[config.mk]
export PLATFORM = sky130hd
export DESIGN_NAME = murmur_hasher_pipe
export DESIGN_NICKNAME = d
export VERILOG_FILES = /design/src/rtl/proj_pkg.sv /design/src/rtl/murmur_round.sv /design/src/rtl/murmur_hasher_pipe.sv
export SDC_FILE = /design/constraint.sdc
export NUM_CORES = 2
export LEC_CHECK = 0
export CELL_PAD_IN_SITES_DETAIL_PLACEMENT = 0
export CELL_PAD_IN_SITES_GLOBAL_PLACEMENT = 1
export CORE_ASPECT_RATIO = 1.5
export CORE_MARGIN = 4
export CORE_UTILIZATION = 52
export CTS_BUF_LIST = sky130_fd_sc_hd__clkbuf_8
export DETAILED_ROUTE_END_ITERATION = 10
export PLACE_DENSITY = 0.85
export SYNTH_ARGS = -nofsm -noshare
export SYNTH_HDL_FRONTEND = slang
export SYNTH_SLANG_ARGS = --single-unit
[constraint.sdc]
create_clock -name clk -period 11.5 [get_ports clk]
set_clock_uncertainty 0.15 [all_clocks]
set_input_delay 2.3 -clock clk [delete_from_list [all_inputs] [get_ports clk]]
set_output_delay 2.3 -clock clk [all_outputs]
set_load 0.05 [all_outputs]
[src/rtl/proj_pkg.sv]
// rtl/proj_pkg.sv - shared constants and types for the k-mer buffer / MinHash datapath
package proj_pkg;

  localparam int KMER_BUFFER_HASHER_KMER_LEN  = 16;
  localparam int KMER_BUFFER_HASHER_BASE_BITS = 2;

  typedef logic [31:0] hash_word_t;

  localparam hash_word_t MURMUR_C1           = 32'hCC9E2D51;
  localparam hash_word_t MURMUR_C2           = 32'h1B873593;
  localparam hash_word_t MURMUR_N            = 32'hE6546B64;
  localparam hash_word_t MURMUR_M            = 32'd5;
  localparam hash_word_t FMIX_C1             = 32'h85EBCA6B;
  localparam hash_word_t FMIX_C2             = 32'hC2B2AE35;
  localparam hash_word_t MURMUR_SEED_DEFAULT = 32'h9747B28C;

endpackage

[src/rtl/murmur_round.sv]
// rtl/murmur_round.sv - one registered Murmur3 block round: h <= rol(h ^ k, 13) * 5 + n
module murmur_round
  import proj_pkg::*;
(
  input  logic       clk,
  input  logic       rst_n,
  input  logic       i_en,
  input  hash_word_t i_h,
  input  hash_word_t i_k,
  output hash_word_t o_h
);

  hash_word_t w_x;
  hash_word_t r_h;

  assign w_x = i_h ^ i_k;
  assign o_h = r_h;

  always_ff @(posedge clk or negedge rst_n) begin
    if (!rst_n) begin
      r_h <= '0;
    end else if (i_en) begin
      r_h <= {w_x[18:0], w_x[31:19]} * MURMUR_M + MURMUR_N;
    end
  end

endmodule

[src/rtl/murmur_hasher_pipe.sv]
// rtl/murmur_hasher_pipe.sv - pipelined multi-seed MurmurHash3 x86_32 engine for MinHash
// MURMUR_HASHER_FMIX_EN appends the two-stage Murmur3 finalizer (LAT = NUM_BLOCKS + 3, else NUM_BLOCKS + 1)
module murmur_hasher_pipe
  import proj_pkg::*;
#(
  parameter int  KMER_LEN   = KMER_BUFFER_HASHER_KMER_LEN,
  parameter int  BASE_BITS  = KMER_BUFFER_HASHER_BASE_BITS,
  parameter int  NUM_SEEDS  = 4,
  parameter int  TAG_BITS   = 8,
  localparam int KMER_BITS  = KMER_LEN * BASE_BITS,
  localparam int NUM_BLOCKS = (KMER_BITS + 31) / 32,
  localparam int SEED_IDX_W = (NUM_SEEDS > 1) ? $clog2(NUM_SEEDS) : 1
) (
  input  logic                    clk,
  input  logic                    rst_n,
  input  logic                    in_valid,
  output logic                    in_ready,
  input  logic [KMER_BITS-1:0]    in_kmer,
  input  logic [TAG_BITS-1:0]     in_tag,
  input  logic                    seed_we,
  input  logic [SEED_IDX_W-1:0]   seed_idx,
  input  logic [31:0]             seed_data,
  output logic                    out_valid,
  input  logic                    out_ready,
  output logic [NUM_SEEDS*32-1:0] out_sig,
  output logic [TAG_BITS-1:0]     out_tag
);

  logic w_adv;
  assign w_adv    = !out_valid || out_ready;
  assign in_ready = w_adv;

  hash_word_t r_seed [NUM_SEEDS];

  always_ff @(posedge clk or negedge rst_n) begin
    if (!rst_n) begin
      for (int j = 0; j < NUM_SEEDS; j++) r_seed[j] <= MURMUR_SEED_DEFAULT + hash_word_t'(j);
    end else if (seed_we && (int'(seed_idx) < NUM_SEEDS)) begin
      r_seed[seed_idx] <= seed_data;
    end
  end

  logic [NUM_BLOCKS*32-1:0] w_kmer_pad;
  hash_word_t               w_k [NUM_BLOCKS];

  always_comb begin
    w_kmer_pad = '0;
    w_kmer_pad[KMER_BITS-1:0] = in_kmer;
  end

  // k is seed-independent, so one copy per block feeds every channel
  for (genvar b = 0; b < NUM_BLOCKS; b++) begin : g_kcalc
    hash_word_t w_m;
    assign w_m    = w_kmer_pad[32*b +: 32] * MURMUR_C1;
    assign w_k[b] = {w_m[16:0], w_m[31:17]} * MURMUR_C2;
  end

  // r_vld/r_tag[0] is stage K, index s is round stage H_s; r_kk[s] carries k words to H_(s+1)
  logic                r_vld    [NUM_BLOCKS+1];
  logic [TAG_BITS-1:0] r_tag    [NUM_BLOCKS+1];
  hash_word_t          r_kk     [NUM_BLOCKS][NUM_BLOCKS];
  hash_word_t          r_k_seed [NUM_SEEDS];

  always_ff @(posedge clk or negedge rst_n) begin
    if (!rst_n) begin
      for (int s = 0; s <= NUM_BLOCKS; s++) begin
        r_vld[s] <= 1'b0;
        r_tag[s] <= '0;
      end
      for (int s = 0; s < NUM_BLOCKS; s++) begin
        for (int i = 0; i < NUM_BLOCKS; i++) r_kk[s][i] <= '0;
      end
      for (int j = 0; j < NUM_SEEDS; j++) r_k_seed[j] <= '0;
    end else if (w_adv) begin
      r_vld[0]  <= in_valid;
      r_tag[0]  <= in_tag;
      r_kk[0]   <= w_k;
      r_k_seed  <= r_seed;
      for (int s = 1; s <= NUM_BLOCKS; s++) begin
        r_vld[s] <= r_vld[s-1];
        r_tag[s] <= r_tag[s-1];
      end
      for (int s = 1; s < NUM_BLOCKS; s++) r_kk[s] <= r_kk[s-1];
    end
  end

  hash_word_t w_h [NUM_BLOCKS][NUM_SEEDS];

  for (genvar b = 0; b < NUM_BLOCKS; b++) begin : g_blk
    for (genvar j = 0; j < NUM_SEEDS; j++) begin : g_seed
      hash_word_t w_hin;
      if (b == 0) begin : g_first
        assign w_hin = r_k_seed[j];
      end else begin : g_chain
        assign w_hin = w_h[b-1][j];
      end
      murmur_round u_round (
        .clk   (clk),
        .rst_n (rst_n),
        .i_en  (w_adv),
        .i_h   (w_hin),
        .i_k   (r_kk[b][b]),
        .o_h   (w_h[b][j])
      );
    end
  end

`ifdef MURMUR_HASHER_FMIX_EN
  localparam hash_word_t LEN_BYTES = hash_word_t'(4 * NUM_BLOCKS);

  logic                r_f1_vld;
  logic                r_f2_vld;
  logic [TAG_BITS-1:0] r_f1_tag;
  logic [TAG_BITS-1:0] r_f2_tag;
  hash_word_t          w_f1 [NUM_SEEDS];
  hash_word_t          w_f2 [NUM_SEEDS];
  hash_word_t          r_f1 [NUM_SEEDS];
  hash_word_t          r_f2 [NUM_SEEDS];

  for (genvar j = 0; j < NUM_SEEDS; j++) begin : g_fmix
    hash_word_t w_a;
    hash_word_t w_b;
    hash_word_t w_c;
    hash_word_t w_d;
    assign w_a     = w_h[NUM_BLOCKS-1][j] ^ LEN_BYTES;
    assign w_b     = w_a ^ (w_a >> 16);
    assign w_f1[j] = w_b * FMIX_C1;
    assign w_c     = r_f1[j] ^ (r_f1[j] >> 13);
    assign w_d     = w_c * FMIX_C2;
    assign w_f2[j] = w_d ^ (w_d >> 16);
    assign out_sig[32*j +: 32] = r_f2[j];
  end

  always_ff @(posedge clk or negedge rst_n) begin
    if (!rst_n) begin
      r_f1_vld <= 1'b0;
      r_f2_vld <= 1'b0;
      r_f1_tag <= '0;
      r_f2_tag <= '0;
      for (int j = 0; j < NUM_SEEDS; j++) begin
        r_f1[j] <= '0;
        r_f2[j] <= '0;
      end
    end else if (w_adv) begin
      r_f1_vld <= r_vld[NUM_BLOCKS];
      r_f1_tag <= r_tag[NUM_BLOCKS];
      r_f1     <= w_f1;
      r_f2_vld <= r_f1_vld;
      r_f2_tag <= r_f1_tag;
      r_f2     <= w_f2;
    end
  end

  assign out_valid = r_f2_vld;
  assign out_tag   = r_f2_tag;
`else
  for (genvar j = 0; j < NUM_SEEDS; j++) begin : g_raw
    assign out_sig[32*j +: 32] = w_h[NUM_BLOCKS-1][j];
  end

  assign out_valid = r_vld[NUM_BLOCKS];
  assign out_tag   = r_tag[NUM_BLOCKS];
`endif

endmodule

==> results.cfg <==
[outcome]
status = complete, but fails checks
failed_checks = negative setup slack

[routing]
drc = 0
first_pass_iters = 5
drtAntennaViolNets = 0
drtIter0Drc = 1182
totalWireLength_mm = 107
vias_per_cell = 5.19
wl_per_cell_um = 18.6
routed-via-count = 29900

[synth]
ys_ff_latch = 434
syn_area_per_cell_um2 = 9.85
synthFlopType = dfrtp_1
synthCells = 4183
yosys.cell_types.count = 70
synth-compound-area-share_pct = 8.36
synthMuxAreaShare_pct = 3.60
seq_area_frac_synth_pct = 26.6
synth-simple-area-share_pct = 9.12
synthAdderAreaFrac_pct = 37.2
synthArstFlopShare_pct = 100
synth_edf_count = 0
synth_nets = 5257
synth_top_family_by_area = adder cells
ys.warnings.count = 0
synthXorXnorAreaFrac_pct = 7.72
synth_area_um2 = 41200

[sta]
worst_pin_slew_ns = 1.11
grt_setup_unrepaired = true
post-route-min-period_ns = 13.03
setup_ws_ns = -1.53
max_slew_margin_pct = 25.7
finalSetupViolCount = 17
max_freq_mhz = 76.8
period_share_pct = 113
maxSlewViolCount = 0
hold_violations = 0

[worst_setup_path]
critPathMaxStageDelay_ns = 0.60
crit_top_cell = fa_1
path_delay_family = adder cells
cp.required_ns = 11.96
end_kind = flop
reg2regPathDepth = 15
worst-r2r-setup-slack_ns = 5.86
rr_endpoint = g_blk[0].g_seed[0].u_round.o_h[31]$_DFFE_PN0P_
critPathLaunchType = input port
crit_arrival_ns = 13.49
timing.rr.start = r_kk[22]$_DFFE_PN0P_
path_class = in2reg
path_buf_inv = 10
cpMaxStageDelayCell = or4b_2
crit_path_max_fanout = 5

[placed_design]
dpl-instance-area_um2 = 46900
place.gp.congestion = 0.981
numPortBuffers = 216
post-dp-hpwl_mm = 88.4

[grt]
grt_overflow = 0
grt_use_total_pct = 25.7
antenna_found_initial = 3
grt_max_degree = 147
grt_pass1_vias = 32200
grt_pass1_wl_mm = 171

[floorplan]
start_util_pct = 52.4
die_h_um = 353
num_rows = 126
core_area_um2 = 78700
num_io_pins = 217
die_x_um = 238
die_area_um2 = 83900

[cts]
cts_tree = built
clk_latency_ns = 0.67
clockBufferDepth = 3
cts_sinks = 434
htreeDepth = 2
cts_root_buffer = clkbuf_8
hold_buffers = 0
cts_made_buffers = 60
clkTransAtPathRegs_ns = 0.08

[cells_and_area]
postLayoutCoreUtil_pct = 62.6
fillCellCount = 6651
drive_above_1_share_pct = 17.0
multi_input_area_um2 = 28300
regArea_um2 = 10900
finalInstanceArea_um2 = 49300
num-nets-final = 5747
area_growth_pct = 19.5

[worst_hold_path]
hold_start = r_seed[37]$_DFFE_PN0P_
hold_path.class = reg2reg
whs_path_depth = 2
whs_endpoint = g_blk[0].g_seed[2].w_hin[5]$_DFFE_PN0P_

[flow_run]
max_cap_violations = 0
==> repair_timing <==
| action | CTS | global route |
|---|---|---|
| hold endpoints to repair | 0 | 0 |
| gates resized for setup | 185 | 38 |
| endpoints found under the setup margin | 22 | 21 |
| pin swaps | 83 | 39 |
| setup buffers | 14 | 3 |
==> worst max-delay path by stage <==
stage,endpoint,startpoint,slack [ns],cells past startpoint
final,r_kk[28]$_DFFE_PN0P_,in_kmer[6],-1.53,45
after global routing,r_kk[28]$_DFFE_PN0P_,in_kmer[6],-1.94,44
after CTS,r_kk[31]$_DFFE_PN0P_,in_kmer[6],-1.51,48
after global placement,r_kk[31]$_DFFE_PN0P_,in_kmer[7],-2.88,46
after detailed placement,r_kk[31]$_DFFE_PN0P_,in_kmer[8],-3.07,46
after floorplan,r_kk[29]$_DFFE_PN0P_,in_kmer[7],-2.05,44
==> registers in the layout (all words and copies together) (netlist names) <==
signal	count
r_seed	128
g_blk.g_seed.u_round.o_h	128
r_kk	32
out_valid	1
g_blk.g_seed.w_hin	128
out_tag	8
r_tag	8
r_vld	1
==> routing by layer <==
layer  track usage (%)  share of wire, %  up-vias
li1                  -                 -    14400
met4              11.6               5.3        2
met1              28.5                37    14700
met3              2.06               2.7      226
met2              49.5                55      513
met5                 0             0.012        -
==> cell usage in the layout, fill, tap and decap left out, drive strengths merged, types with 5 or more instances in the layout <==
| cell | netlist | layout |
|---|---|---|
| dfstp | 68 | 68 |
| o41ai | 5 | 5 |
| xor2 | 211 | 211 |
| o21bai | 22 | 22 |
| mux2 | 129 | 129 |
| nand4 | 6 | 6 |
| buf | 19 | 348 |
| a211o | 9 | 9 |
| or3 | 6 | 6 |
| nor2 | 155 | 155 |
| a41o | 5 | 5 |
| xnor2 | 152 | 152 |
| o21a | 30 | 30 |
| a211oi | 21 | 21 |
| clkbuf | 105 | 76 |
| ha | 610 | 610 |
| nor3 | 15 | 15 |
| nor2b | 17 | 17 |
| dfrtp | 366 | 366 |
| bufinv | 0 | 8 |
| clkdlybuf4s15 | 0 | 5 |
| a31oi | 7 | 7 |
| and2 | 9 | 9 |
| o211ai | 8 | 8 |
| clkdlybuf4s50 | 0 | 197 |
| clkinv | 1 | 11 |
| a21o | 84 | 84 |
| o31ai | 18 | 18 |
| nand3 | 24 | 24 |
| o21ai | 116 | 116 |
| a31o | 5 | 5 |
| nor4 | 7 | 7 |
| fa | 385 | 385 |
| nand2 | 610 | 610 |
| inv | 679 | 696 |
| a21oi | 183 | 183 |
| nand2b | 27 | 27 |
| and3 | 13 | 13 |
==> cells in the mapped netlist, drive strengths merged, types with 19 or more instances <==
master  number  area share, %
a211oi      21           0.38
dfstp       68            4.3
dfrtp      366             22
a21o        84            1.5
a21oi      183            2.2
buf         19           0.27
nor2       155            1.4
inv        679            6.2
o21bai      22           0.40
xnor2      152            3.2
clkbuf     105           0.96
mux2       129            3.5
nand2      610            5.6
fa         385             19
ha         610             19
xor2       211            4.5
nand2b      27           0.41
nand3       24           0.29
o21ai      116            1.4
o21a        30           0.55
==> area by class of cell <==
cell class / instances / area share, %
repair buffers: 552 / 9.69
clock inverters: 37 / 0.780
diodes: 2 / 0.0102
inverters: 680 / 5.20
flip-flops and latches: 434 / 22.2
multi-input cells: 2945 / 57.4
well taps: 1024 / 2.60
clock buffers: 76 / 2.12
==> tightest hold or removal path: stages (launching register included) <==
cell     delay, ns
dfrtp_1       0.34
nand2_1       0.05
nand2_1       0.05
==> metrics by stage <==
| step | std cells | setup slack (ns) | setup TNS [ns] | hold slack (ns) |
|---|---|---|---|---|
| 6_report | 5750 | -1.53 | -19.16 | 0.306 |
| 5_1_grt | 5750 | -1.94 | -25.88 | 0.329 |
| 4_1_cts | 5746 | -1.51 | -17.83 | 0.309 |
| 3_5_place_dp | 5620 | -3.07 | -50.39 | 0.305 |
| 3_3_place_gp | 5620 | -2.88 | -48.74 | 0.295 |
| 2_1_floorplan | 4183 | -2.05 | -23.97 | 0.280 |
==> cell families (layout without fill, tap and decap cells) <==
logic type	count (synthesis)	after routing
AND/OR/NAND/NOR	909	909
other	0	2
flip-flops	434	434
XOR/XNOR	363	363
multiplexers	132	132
adder cells (fa/ha/maj)	995	995
buffers and inverters	804	1345
AO/OA/AOI/OAI	546	546
Power is not shown: default switching activity piles up to over one toggle a cycle in this logic, so the estimate is an artifact.
